**src/rtl/apb_pkg.sv**
```systemverilog
// apb_pkg: shared APB master types, widths and command entry layout
package apb_pkg;
  localparam int APB_ADDR_W = 32;
  localparam int APB_DATA_W = 32;
  typedef enum logic [1:0] {ST_IDLE, ST_SETUP, ST_ACCESS} apb_state_e;
  typedef struct packed {
    logic                  write;
    logic [APB_ADDR_W-1:0] addr;
    logic [APB_DATA_W-1:0] wdata;
  } apb_cmd_t;
endpackage

```
**src/rtl/apb_cmd_fifo.sv**
```systemverilog
// apb_cmd_fifo: synchronous command FIFO (push/pop same edge, full/empty/count), reset by PRESETn
module apb_cmd_fifo
  import apb_pkg::*;
#(
  parameter int DEPTH = 4
) (
  input  logic                   PCLK,
  input  logic                   PRESETn,
  input  logic                   push,
  input  logic                   pop,
  input  apb_cmd_t               wr_data,
  output apb_cmd_t               rd_data,
  output logic                   full,
  output logic                   empty,
  output logic [$clog2(DEPTH):0] count
);
  localparam int AW = $clog2(DEPTH);
  apb_cmd_t mem_q [DEPTH];
  logic [AW-1:0] wr_ptr_q, wr_ptr_d, rd_ptr_q, rd_ptr_d;
  logic [AW:0] count_q, count_d;
  logic do_push, do_pop;
  assign full    = count_q == (AW+1)'(DEPTH);
  assign empty   = count_q == '0;
  assign count   = count_q;
  assign rd_data = mem_q[rd_ptr_q];
  assign do_push = push && !full;
  assign do_pop  = pop && !empty;
  always_comb begin
    wr_ptr_d = wr_ptr_q + AW'(do_push);
    rd_ptr_d = rd_ptr_q + AW'(do_pop);
    count_d  = count_q + (AW+1)'(do_push) - (AW+1)'(do_pop);
  end
  always_ff @(posedge PCLK) begin
    if (do_push) mem_q[wr_ptr_q] <= wr_data;
  end
  always_ff @(posedge PCLK) begin
    if (!PRESETn) begin
      wr_ptr_q <= '0;
      rd_ptr_q <= '0;
      count_q  <= '0;
    end else begin
      wr_ptr_q <= wr_ptr_d;
      rd_ptr_q <= rd_ptr_d;
      count_q  <= count_d;
    end
  end
endmodule

```
**src/rtl/apb_master.sv**
```systemverilog
// apb_master: queued command interface driving fixed two-cycle APB transfers with one-cycle completion strobe
module apb_master
  import apb_pkg::*;
#(
  parameter int FIFO_DEPTH = 4
) (
  input  logic                  PCLK,
  input  logic                  PRESETn,
  input  logic                  cmd_valid,
  output logic                  cmd_ready,
  input  logic                  cmd_write,
  input  logic [APB_ADDR_W-1:0] cmd_addr,
  input  logic [APB_DATA_W-1:0] cmd_wdata,
  output logic                  rsp_valid,
  output logic                  rsp_write,
  output logic [APB_DATA_W-1:0] rsp_rdata,
  output logic                  busy,
  output logic [APB_ADDR_W-1:0] PADDR,
  output logic                  PSELx,
  output logic                  PENABLE,
  output logic                  PWRITE,
  output logic [APB_DATA_W-1:0] PWDATA,
  input  logic [APB_DATA_W-1:0] PRDATA
);
  apb_state_e state_q, state_d;
  apb_cmd_t head;
  logic full, empty, pop;
  logic [$clog2(FIFO_DEPTH):0] count;
  logic [APB_ADDR_W-1:0] paddr_q, paddr_d;
  logic [APB_DATA_W-1:0] pwdata_q, pwdata_d, rsp_rdata_q, rsp_rdata_d;
  logic pwrite_q, pwrite_d, rsp_valid_q, rsp_valid_d, rsp_write_q, rsp_write_d;
  apb_cmd_fifo #(.DEPTH(FIFO_DEPTH)) u_fifo (
    .PCLK    (PCLK),
    .PRESETn (PRESETn),
    .push    (cmd_valid && cmd_ready),
    .pop     (pop),
    .wr_data ('{write: cmd_write, addr: cmd_addr, wdata: cmd_wdata}),
    .rd_data (head),
    .full    (full),
    .empty   (empty),
    .count   (count)
  );
  assign cmd_ready = PRESETn && !full;
  assign busy      = state_q != ST_IDLE || count != '0;
  assign PSELx     = state_q != ST_IDLE;
  assign PENABLE   = state_q == ST_ACCESS;
  assign PADDR     = paddr_q;
  assign PWRITE    = pwrite_q;
  assign PWDATA    = pwdata_q;
  assign rsp_valid = rsp_valid_q;
  assign rsp_write = rsp_write_q;
  assign rsp_rdata = rsp_rdata_q;
  always_comb begin
    pop         = state_q != ST_SETUP && !empty;
    state_d     = state_q == ST_SETUP ? ST_ACCESS : empty ? ST_IDLE : ST_SETUP;
    paddr_d     = pop ? head.addr : paddr_q;
    pwrite_d    = pop ? head.write : pwrite_q;
    pwdata_d    = pop ? head.wdata : pwdata_q;
    rsp_valid_d = state_q == ST_ACCESS;
    rsp_write_d = rsp_valid_d ? pwrite_q : rsp_write_q;
    rsp_rdata_d = rsp_valid_d ? (pwrite_q ? '0 : PRDATA) : rsp_rdata_q;
  end
  always_ff @(posedge PCLK) begin
    if (!PRESETn) begin
      state_q     <= ST_IDLE;
      paddr_q     <= '0;
      pwrite_q    <= 1'b0;
      pwdata_q    <= '0;
      rsp_valid_q <= 1'b0;
      rsp_write_q <= 1'b0;
      rsp_rdata_q <= '0;
    end else begin
      state_q     <= state_d;
      paddr_q     <= paddr_d;
      pwrite_q    <= pwrite_d;
      pwdata_q    <= pwdata_d;
      rsp_valid_q <= rsp_valid_d;
      rsp_write_q <= rsp_write_d;
      rsp_rdata_q <= rsp_rdata_d;
    end
  end
endmodule
```
**config.mk**
```make
export PLATFORM = sky130hd
export DESIGN_NAME = apb_master
export DESIGN_NICKNAME = d
export VERILOG_FILES = /design/src/rtl/apb_pkg.sv /design/src/rtl/apb_cmd_fifo.sv /design/src/rtl/apb_master.sv
export SDC_FILE = /design/constraint.sdc
export NUM_CORES = 1
export LEC_CHECK = 0
export CORE_MARGIN = 5
export CORE_UTILIZATION = 53
export CTS_CLUSTER_DIAMETER = 120
export CTS_CLUSTER_SIZE = 20
export DETAILED_ROUTE_END_ITERATION = 7
export PLACE_DENSITY = 0.78
export SLEW_MARGIN = 0
export SYNTH_ARGS = -nofsm -noshare
export SYNTH_HDL_FRONTEND = slang
export SYNTH_SLANG_ARGS = --single-unit
export TNS_END_PERCENT = 50
```
**constraint.sdc**
```tcl
create_clock -name PCLK -period 7.6 [get_ports PCLK]
set_input_delay 0.76 -clock PCLK [delete_from_list [all_inputs] [get_ports PCLK]]
set_output_delay 0.76 -clock PCLK [all_outputs]
set_load 0.02 [all_outputs]
```
# --- After elaboration in Yosys (flattened, before gate mapping) ---
# Memories as Yosys holds them, arrays and structs flattened. A register that Yosys moved wholly into a read port is not among the register bits.
# Cells that the tools add are included.
classes:
  addsub: 4
  eq_ne: 4
  mux: 5
  bitwise_logic: 1
  reduce_logical: 13
op_table:
  columns: ["operator", "n"]
  rows:
  - ["$mux 32", 1]
  - ["$logic_and 1x1->1", 5]
  - ["$add 2x1->2", 2]
  - ["$add 3x1->3", 1]
  - ["$eq 3x3->1 const B", 1]
  - ["$logic_not 1->1", 3]
  - ["$logic_not 3->1", 1]
  - ["$mux 1", 3]
  - ["$reduce_bool 3->1", 1]
  - ["$sub 3x1->3", 1]
  - ["$eq 2x1->1 const B", 1]
  - ["$eq 2x2->1 const B", 1]
  - ["$mux 2", 1]
  - ["$ne 2x1->1 const B", 1]
  - ["$reduce_bool 2->1", 1]
  - ["$reduce_or 2->1", 1]
  - ["$logic_or 1x1->1", 1]
  - ["$not 1->1", 1]
totals:
  regBits: 43
  mem_bits_rw: 260
  input_bits: 100
  output_inout_bits: 103
  word_cells: 36
  mem_count: 1
memory_table:
  columns: ["memory", "depth", "word_bits", "rd", "rd_clocked_by_memory_dff", "write_ports", "line", "rtl"]
  rows:
  - ["u_fifo.mem_q", 4, 65, 1, 1, 1, "apb_cmd_fifo.sv:18", "apb_cmd_t mem_q [DEPTH];"]

# --- Logic depth before layout (Yosys ltp) ---
# Gate-level depths: netlist of the first run.
depth:
  word_depth: 7
  ltp_mapped: 10
  mapped_depth_nobuf: 9

# --- Modules after synthesis ---
# From an unflattened synthesis of the first run, not the netlist that was laid out.
hier_totals:
  cells_unflattened: 816
  area_unflattened_um2: 13863.3
by_module_without_submodules:
  columns: ["mod", "n_inst", "cells_each", "area_each_um2", "seq_area_each_um2"]
  rows:
  - ["apb_cmd_fifo", 1, 375, 9784.4, 7947.6]
  - ["apb_master", 1, 441, 4078.9, 2021.9]

# --- Worst setup path after synthesis of the first run ---
# Ideal clock, no wire load.
synth_path:
  path_kind: "input port to flip-flop"
  from: "in cmd_valid"
  to: "mem u_fifo.mem_q[1][0] (netlist name), enable pin"
  setup_time_ns: 0.582
  arrival_ns: 5.683
  t_required_ns: 7.018
  setup_slack_ns: 1.336
  path_stages: 2
  n_path_buf: 0
  cell_sequence: "nand3_1 -> nor3b_1"
synth_via:
  elab_chain_len: 4
synth_rtl:
  columns: ["item", "line", "rtl"]
  rows:
  - ["start: declaration", "apb_master.sv:9", "input logic cmd_valid,"]
  - ["$logic_and 1x1->1", "apb_master.sv:35", ".push (cmd_valid && cmd_ready),"]
  - ["$logic_and 1x1->1", "apb_cmd_fifo.sv:26", "assign do_push = push && !full;"]
  - ["$mux 1", "apb_cmd_fifo.sv:34", "if (do_push) mem_q[wr_ptr_q] <= wr_data;"]
  - ["$mux 1 (implied by the code)", "apb_cmd_fifo.sv:34", null]
  - ["end: declaration", "apb_cmd_fifo.sv:18", null]
# No other way between the ends.

# --- Final worst setup path of the first run ---
layout_path:
  from: "reg pwrite_q, in the netlist PWRITE, read port of u_fifo.mem_q"
  to: "out PWRITE"
layout_lines:
  columns: ["item", "line", "rtl"]
  rows:
  - ["start: declaration", "apb_master.sv:31", "logic pwrite_q, pwrite_d, rsp_valid_q, rsp_valid_d, rsp_write_q, rsp_write_d;"]
  - ["end: declaration", "apb_master.sv:21", "output logic PWRITE,"]
# No word-level cell between the ends.

==> flow_metrics.tcl, run 1 <==
set metrics [dict create \
    synthDistinctLibCells 36 \
    seq_area_mm2 0.00998 \
    final_nets 978 \
    outcome "finished clean" \
    grt_max_degree 68 \
    setup_viol_count_final 0 \
    postCtsHoldBufs 0 \
    finClkSkew_ns 0.0151 \
    die_y_um 167 \
    synth_compound_gate_area_share 0.0591 \
    seq_area_frac_synth 0.763 \
    crit_path_end_kind "output port" \
    async_reset_ff_frac 0 \
    post_drt_wl_per_cell_um 21.4 \
    dpl_cell_area_mm2 0.0154 \
    grt_pass1_vias 7161 \
    slew_headroom 0.303 \
    area_growth_pct 22.4 \
    grtUsageTotal 0.184 \
    finalInstanceArea_mm2 0.0160 \
    cts_made_buffers 22 \
    synth_area_per_cell_um2 19.1 \
    hold_violations 0 \
    crit_buf_inv 1 \
    clk_pin_slew_worst_paths_ns 0.08 \
    cts_buffer_depth 3 \
    antenna_cells 0 \
    synth_xor_area_frac 0.00134 \
    slew_violations 0 \
    crit_arrival_ns 2.20 \
    grtUsageMet1 0.256 \
    start_util 0.538 \
    max_slew.worst_pin.slew_ns 1.05 \
    multi_input_area_mm2 0.00285 \
    fmax_ghz 0.337 \
    ir_drop_mv 0.297 \
    p_leak_nw 5.17 \
    fillers 1653 \
    htree_levels 1 \
    ant_nets 0 \
    first_iter_violations 480 \
    pre_cts_slack_ns 4.45 \
    final_cell_count_no_fill 1215 \
    ys_ff_latch 368 \
    path_cells "clkdlybuf4s50_1" \
    power_mw 5.38 \
    slowest_delay_ns 0.94 \
    critPathSlowestCell "dfxtp_1" \
    start_kind "flip-flop" \
    finalWorstSetupSlack_ns 4.64 \
    grtUsageMet3 0.0457 \
    maxCapViolations 0 \
    synth_fp_nets 786 \
    first_pass_iters 5 \
    p_per_area_mw_per_mm2 336 \
    fp.dieW_um 167 \
    synth_top_family_by_area "multiplexers" \
    grt_overflow 0 \
    globalRouteMet2Util 0.305 \
    synth_fa_ha_area_frac 0.00345 \
    synth_flop_cell "edfxtp_1" \
    place_congestion 0.806 \
    rsz0062_at_grt "false" \
    tns_ns 0 \
    cts_resized 0 \
    path_max_fanout 35 \
    worstPathRequired_ns 6.84 \
    period_needed_ns 2.96 \
    synth-edff-count 260 \
    vias_per_cell 5.65 \
    synthMuxAreaShare 0.112 \
    numPortBuffers 202 \
    route.vias.total 6864 \
    num_rows 57 \
    drive_gt1_frac 0.122 \
    post-place-cells 1175 \
    cpLargestDelayFamily "flip-flops" \
    cts_tree "yes" \
    post-route-period-util 0.390 \
    clock_sinks 368 \
    netlist_instances 683 \
    drt_drc_violations_left 0 \
    post_cts_buffers 0 \
    core_mm2 0.0243 \
    hp-class "reg2reg" \
    synthSimpleGateAreaFrac 0.0401 \
    routed_wl_um 26100 \
    dp_hpwl_um 15000 \
    die_area_mm2 0.0279 \
    busiest_layer "met2" \
    grt_pass1_wl_um 40800 \
    antenna_found_initial 1 \
    cts_root_buf "clkbuf_16" \
    ys.warnings.count 0 \
    io_pins 203 \
    synth.cell_area_mm2 0.0131 \
    worstSkewPairLatency_ns 0.52 \
    path_class "reg2out" \
]
-- per-stage QoR --
step	hold slack (ns)	util
after floorplan	0.525	-
after global placement	0.438	0.631
after detailed placement	0.444	0.631
after CTS	0.456	0.658
after global routing	0.475	0.658
final	0.454	0.658
-- cell usage after synthesis (2+ instances only) --
cell | instances | area (um^2)
nand3b_1 | 32 | 240
nand2_1 | 35 | 131
nor3b_1 | 2 | 15.0
mux4_2 | 65 | 1460
edfxtp_1 | 260 | 7810
dfxtp_1 | 108 | 2160
buf_6 | 2 | 22.5
buf_12 | 3 | 60.1
inv_1 | 5 | 18.8
nor3_1 | 3 | 15.0
and2_1 | 5 | 31.3
clkbuf_1 | 20 | 75.1
a21oi_1 | 35 | 175
buf_2 | 16 | 80.1
nor2_1 | 5 | 18.8
buf_4 | 2 | 15.0
ha_1 | 2 | 25.0
a22o_1 | 65 | 569
-- worst paths after layout --
check                                     to  slack (ns)  cells after the start                from
worst min register to register  rsp_rdata[3]        0.45                      2        rsp_rdata[3]
worst max-delay path                  PWRITE        4.64                      1              PWRITE
worst max register to register     PADDR[17]        5.14                      3  u_fifo.rd_ptr_q[0]
worst min-delay path            rsp_rdata[3]        0.45                      2        rsp_rdata[3]
-- area by class of cell --
class                           count  area share
Inverter                            6     0.00141
Tap cell                          324      0.0253
Multi-Input combinational cell    265       0.178
Timing Repair Buffer              212       0.131
Clock inverter                      1     0.00102
Clock buffer                       39      0.0397
Sequential cell                   368       0.623
-- report_power, final --
| part | switching (mW) | internal, mW |
|---|---|---|
| sequential | 0.254 | 2.41 |
| clock | 0.611 | 0.574 |
| combinational | 0.722 | 0.811 |
| total | 1.59 | 3.80 |
-- layout by cell type (no fill, tap or decap), types with 10 or more instances in the layout --
master	count
mux4_2	65
buf_4	10
clkbuf_16	23
a22o_1	65
nand3b_1	32
dfxtp_1	106
clkbuf_1	16
a21oi_1	35
clkdlybuf4s50_1	202
edfxtp_1	260
nand2_1	35
-- logic make-up (layout without fill, tap and decap cells) --
family,Yosys count,count (layout)
flip-flops,368,368
AO/OA/AOI/OAI,104,104
AND/OR/NAND/NOR,91,91
multiplexers,65,65
buffers and inverters,50,258
adder cells (fa/ha/maj),3,3
XOR/XNOR,2,2
-- tightest hold or removal path: cells and delay by family (launching register included) --
family	cells	cell delay [ns]
compound gates	1	0.05
flops	1	0.31
simple gates	1	0.05
-- layer usage --
layer	wire length, um	share of wire	vias up
met4	309	0.012	2
met2	12500	0.48	233
met5	13	0.00050	-
li1	-	-	3095
met3	1940	0.074	28
met1	11300	0.43	3506
-- flip-flops by register name, indices dropped and copies added (netlist names) --
name	cells
PADDR	32
u_fifo.mem_q	260
rsp_valid	1
PWDATA	32
u_fifo.count	3
rsp_rdata	32
u_fifo.rd_ptr_q	2
u_fifo.wr_ptr_q	2
state_q	2
PWRITE	1
rsp_write	1
(Power assumes the default switching activity.)
==> run 2, diff against run 1 <==
--- a/config.mk
+++ b/config.mk
@@ -6,11 +6,11 @@
 export NUM_CORES = 1
 export LEC_CHECK = 0
 export CORE_MARGIN = 5
-export CORE_UTILIZATION = 53
+export CORE_UTILIZATION = 48
 export CTS_CLUSTER_DIAMETER = 120
 export CTS_CLUSTER_SIZE = 20
 export DETAILED_ROUTE_END_ITERATION = 7
-export PLACE_DENSITY = 0.78
+export PLACE_DENSITY = 0.74
 export SLEW_MARGIN = 0
 export SYNTH_ARGS = -nofsm -noshare
 export SYNTH_HDL_FRONTEND = slang
==> constraint.sdc (replaced) <==
create_clock -name PCLK -period 2.4 [get_ports PCLK]
set_input_delay 0.24 -clock PCLK [delete_from_list [all_inputs] [get_ports PCLK]]
set_output_delay 0.24 -clock PCLK [all_outputs]
set_load 0.02 [all_outputs]
==> run 2 against run 1 <==
Clock power increased to 3.2 times the previous value. Worst setup slack lost 4.5 ns. Register-to-register slack worse by 4.8 ns. Non-clock buffer count up 12. Worst hold slack lost 0.16 ns. First-iteration DRC count down 6.3%. Sequential power grew to 3.1 times the previous value. Critical endpoint is now cmd_ready. Global-route usage fell by 1.3 points. Count of clock-buffer cells in the layout did not move. Critical path depth rose by 2.
==> flow_metrics.tcl, run 2 (synthesis gave the netlist of run 1 again) <==
set metrics [dict create \
    grt_max_degree 68 \
    regMostFlops "u_fifo.mem_q" \
    antenna_cells 0 \
    period_needed_ns 2.27 \
    utilization 0.606 \
    first_iter_violations 450 \
    post_cts_buffers 0 \
    max_slew.worst_pin.slew_ns 1.02 \
    p_per_area_mw_per_mm2 1060 \
    worstSkewPairLatency_ns 0.52 \
    cts_root_buf "clkbuf_16" \
    slew_violations 0 \
    first_pass_iters 5 \
    die_y_um 175 \
    worstPathRequired_ns 2.16 \
    min-delay-start "PRDATA[22]" \
    post-route-period-util 0.945 \
    fp.dieW_um 175 \
    crit_start "u_fifo.count[0]" \
    vias_per_cell 5.51 \
    drt_drc_violations_left 0 \
    path_cells "or3b_4 > and2_1 > clkdlybuf4s50_1" \
    grtUsageTotal 0.172 \
    dp_hpwl_um 16300 \
    numPortBuffers 202 \
    clk_pin_slew_worst_paths_ns 0.09 \
    grt_pass1_vias 7163 \
    layout_commonest_cell "edfxtp_1" \
    area_growth_pct 24.6 \
    grt_overflow 0 \
    largest_reg_flops 260 \
    crit_arrival_ns 2.03 \
    final_nets 990 \
    slew_headroom 0.317 \
    antenna_found_initial 2 \
    ir_drop_mv 0.555 \
    path_max_fanout 4 \
    hold_violations 0 \
    fmax_ghz 0.441 \
    finClkSkew_ns 0.0196 \
    htree_levels 1 \
    io_pins 203 \
    layout_common_cells "edfxtp_1 (260), clkdlybuf4s50_1 (202), dfxtp_1 (104), mux4_2 (65), a22o_1 (65)" \
    cts_resized 0 \
    fillers 1953 \
    multi_input_area_mm2 0.00288 \
    tns_ns 0 \
    slowest_delay_ns 0.53 \
    cpLargestDelayFamily "simple AND/OR/NAND/NOR gates" \
    num_rows 60 \
    ant_nets 0 \
    cts_tree "yes" \
    hp-class "in2reg" \
    clock_sinks 368 \
    r2r_start "u_fifo.count[0]" \
    p_leak_nw 5.27 \
    route.vias.total 6857 \
    crit_buf_inv 1 \
    postCtsHoldBufs 0 \
    crit_path_end_kind "output port" \
    rsz0062_at_grt "false" \
    maxCapViolations 0 \
    seq_area_mm2 0.00998 \
    place_congestion 0.745 \
    outcome "finished clean" \
    routed_wl_um 26600 \
    start_kind "flip-flop" \
    cts_made_buffers 22 \
    drive_gt1_frac 0.137 \
    hold_ws_ns 0.291 \
    core_mm2 0.0269 \
    cts_buffer_depth 3 \
    start_util 0.486 \
    critPathSlowestCell "clkdlybuf4s50_1" \
    setup_viol_count_final 0 \
    post_drt_wl_per_cell_um 21.4 \
    path_class "reg2out" \
    die_area_mm2 0.0306 \
    grt_pass1_wl_um 41500 \
]
==> run 2: cell types whose count changed in the layout (fill, tap and decap cells not counted), sizes merged <==
cell | previous run | this run
buf | 10 | 22
==> run 2: worst min-delay path: stages <==
cell and delay [ns]:
clkdlybuf4s50_1 0.39, nand3b_1 0.08, a21oi_1 0.06
==> run 2: cell type report <==
type,count,share of cell area
multi-input cells,265,0.177
repair buffers,224,0.143
flip-flops and latches,368,0.613
clock inverters,1,0.000999
well taps,341,0.0262
inverters,6,0.00138
clock buffers,39,0.0390
==> run 2: routing by layer <==
layer	vias to the layer above	track usage	routed length, um
li1	3121	-	-
met1	3508	0.237	11500
met2	195	0.283	13100
met3	29	0.0400	1650
met4	4	0.0357	388
met5	-	0	26
==> run 2: final timing paths <==
kind	to	slack, ns	cells past startpoint
worst min-delay path	rsp_rdata[22]	0.29	3
worst max register to register	u_fifo.count[2]	0.33	9
worst max-delay path	cmd_ready	0.13	3
worst min register to register	rsp_rdata[5]	0.45	2
==> run 2: power by group <==
group          internal (mW)  leakage, nW  switching [mW]  total, mW
Combinational           2.77         1.72            2.41       5.18
Sequential              7.64         3.24           0.747       8.39
Clock                   1.82        0.309            1.93       3.74
==> run 2: stage by stage <==
step	total power [mW]	area [um^2]	setup slack (ns)	instances
2_1_floorplan	11.5	13100	-0.394	683
3_3_place_gp	13.7	15600	0.341	1204
3_5_place_dp	13.8	15600	0.262	1204
4_1_cts	17.5	16300	0.0969	1244
5_1_grt	18.2	16300	0.0732	1244
6_report	17.3	16300	0.133	1244
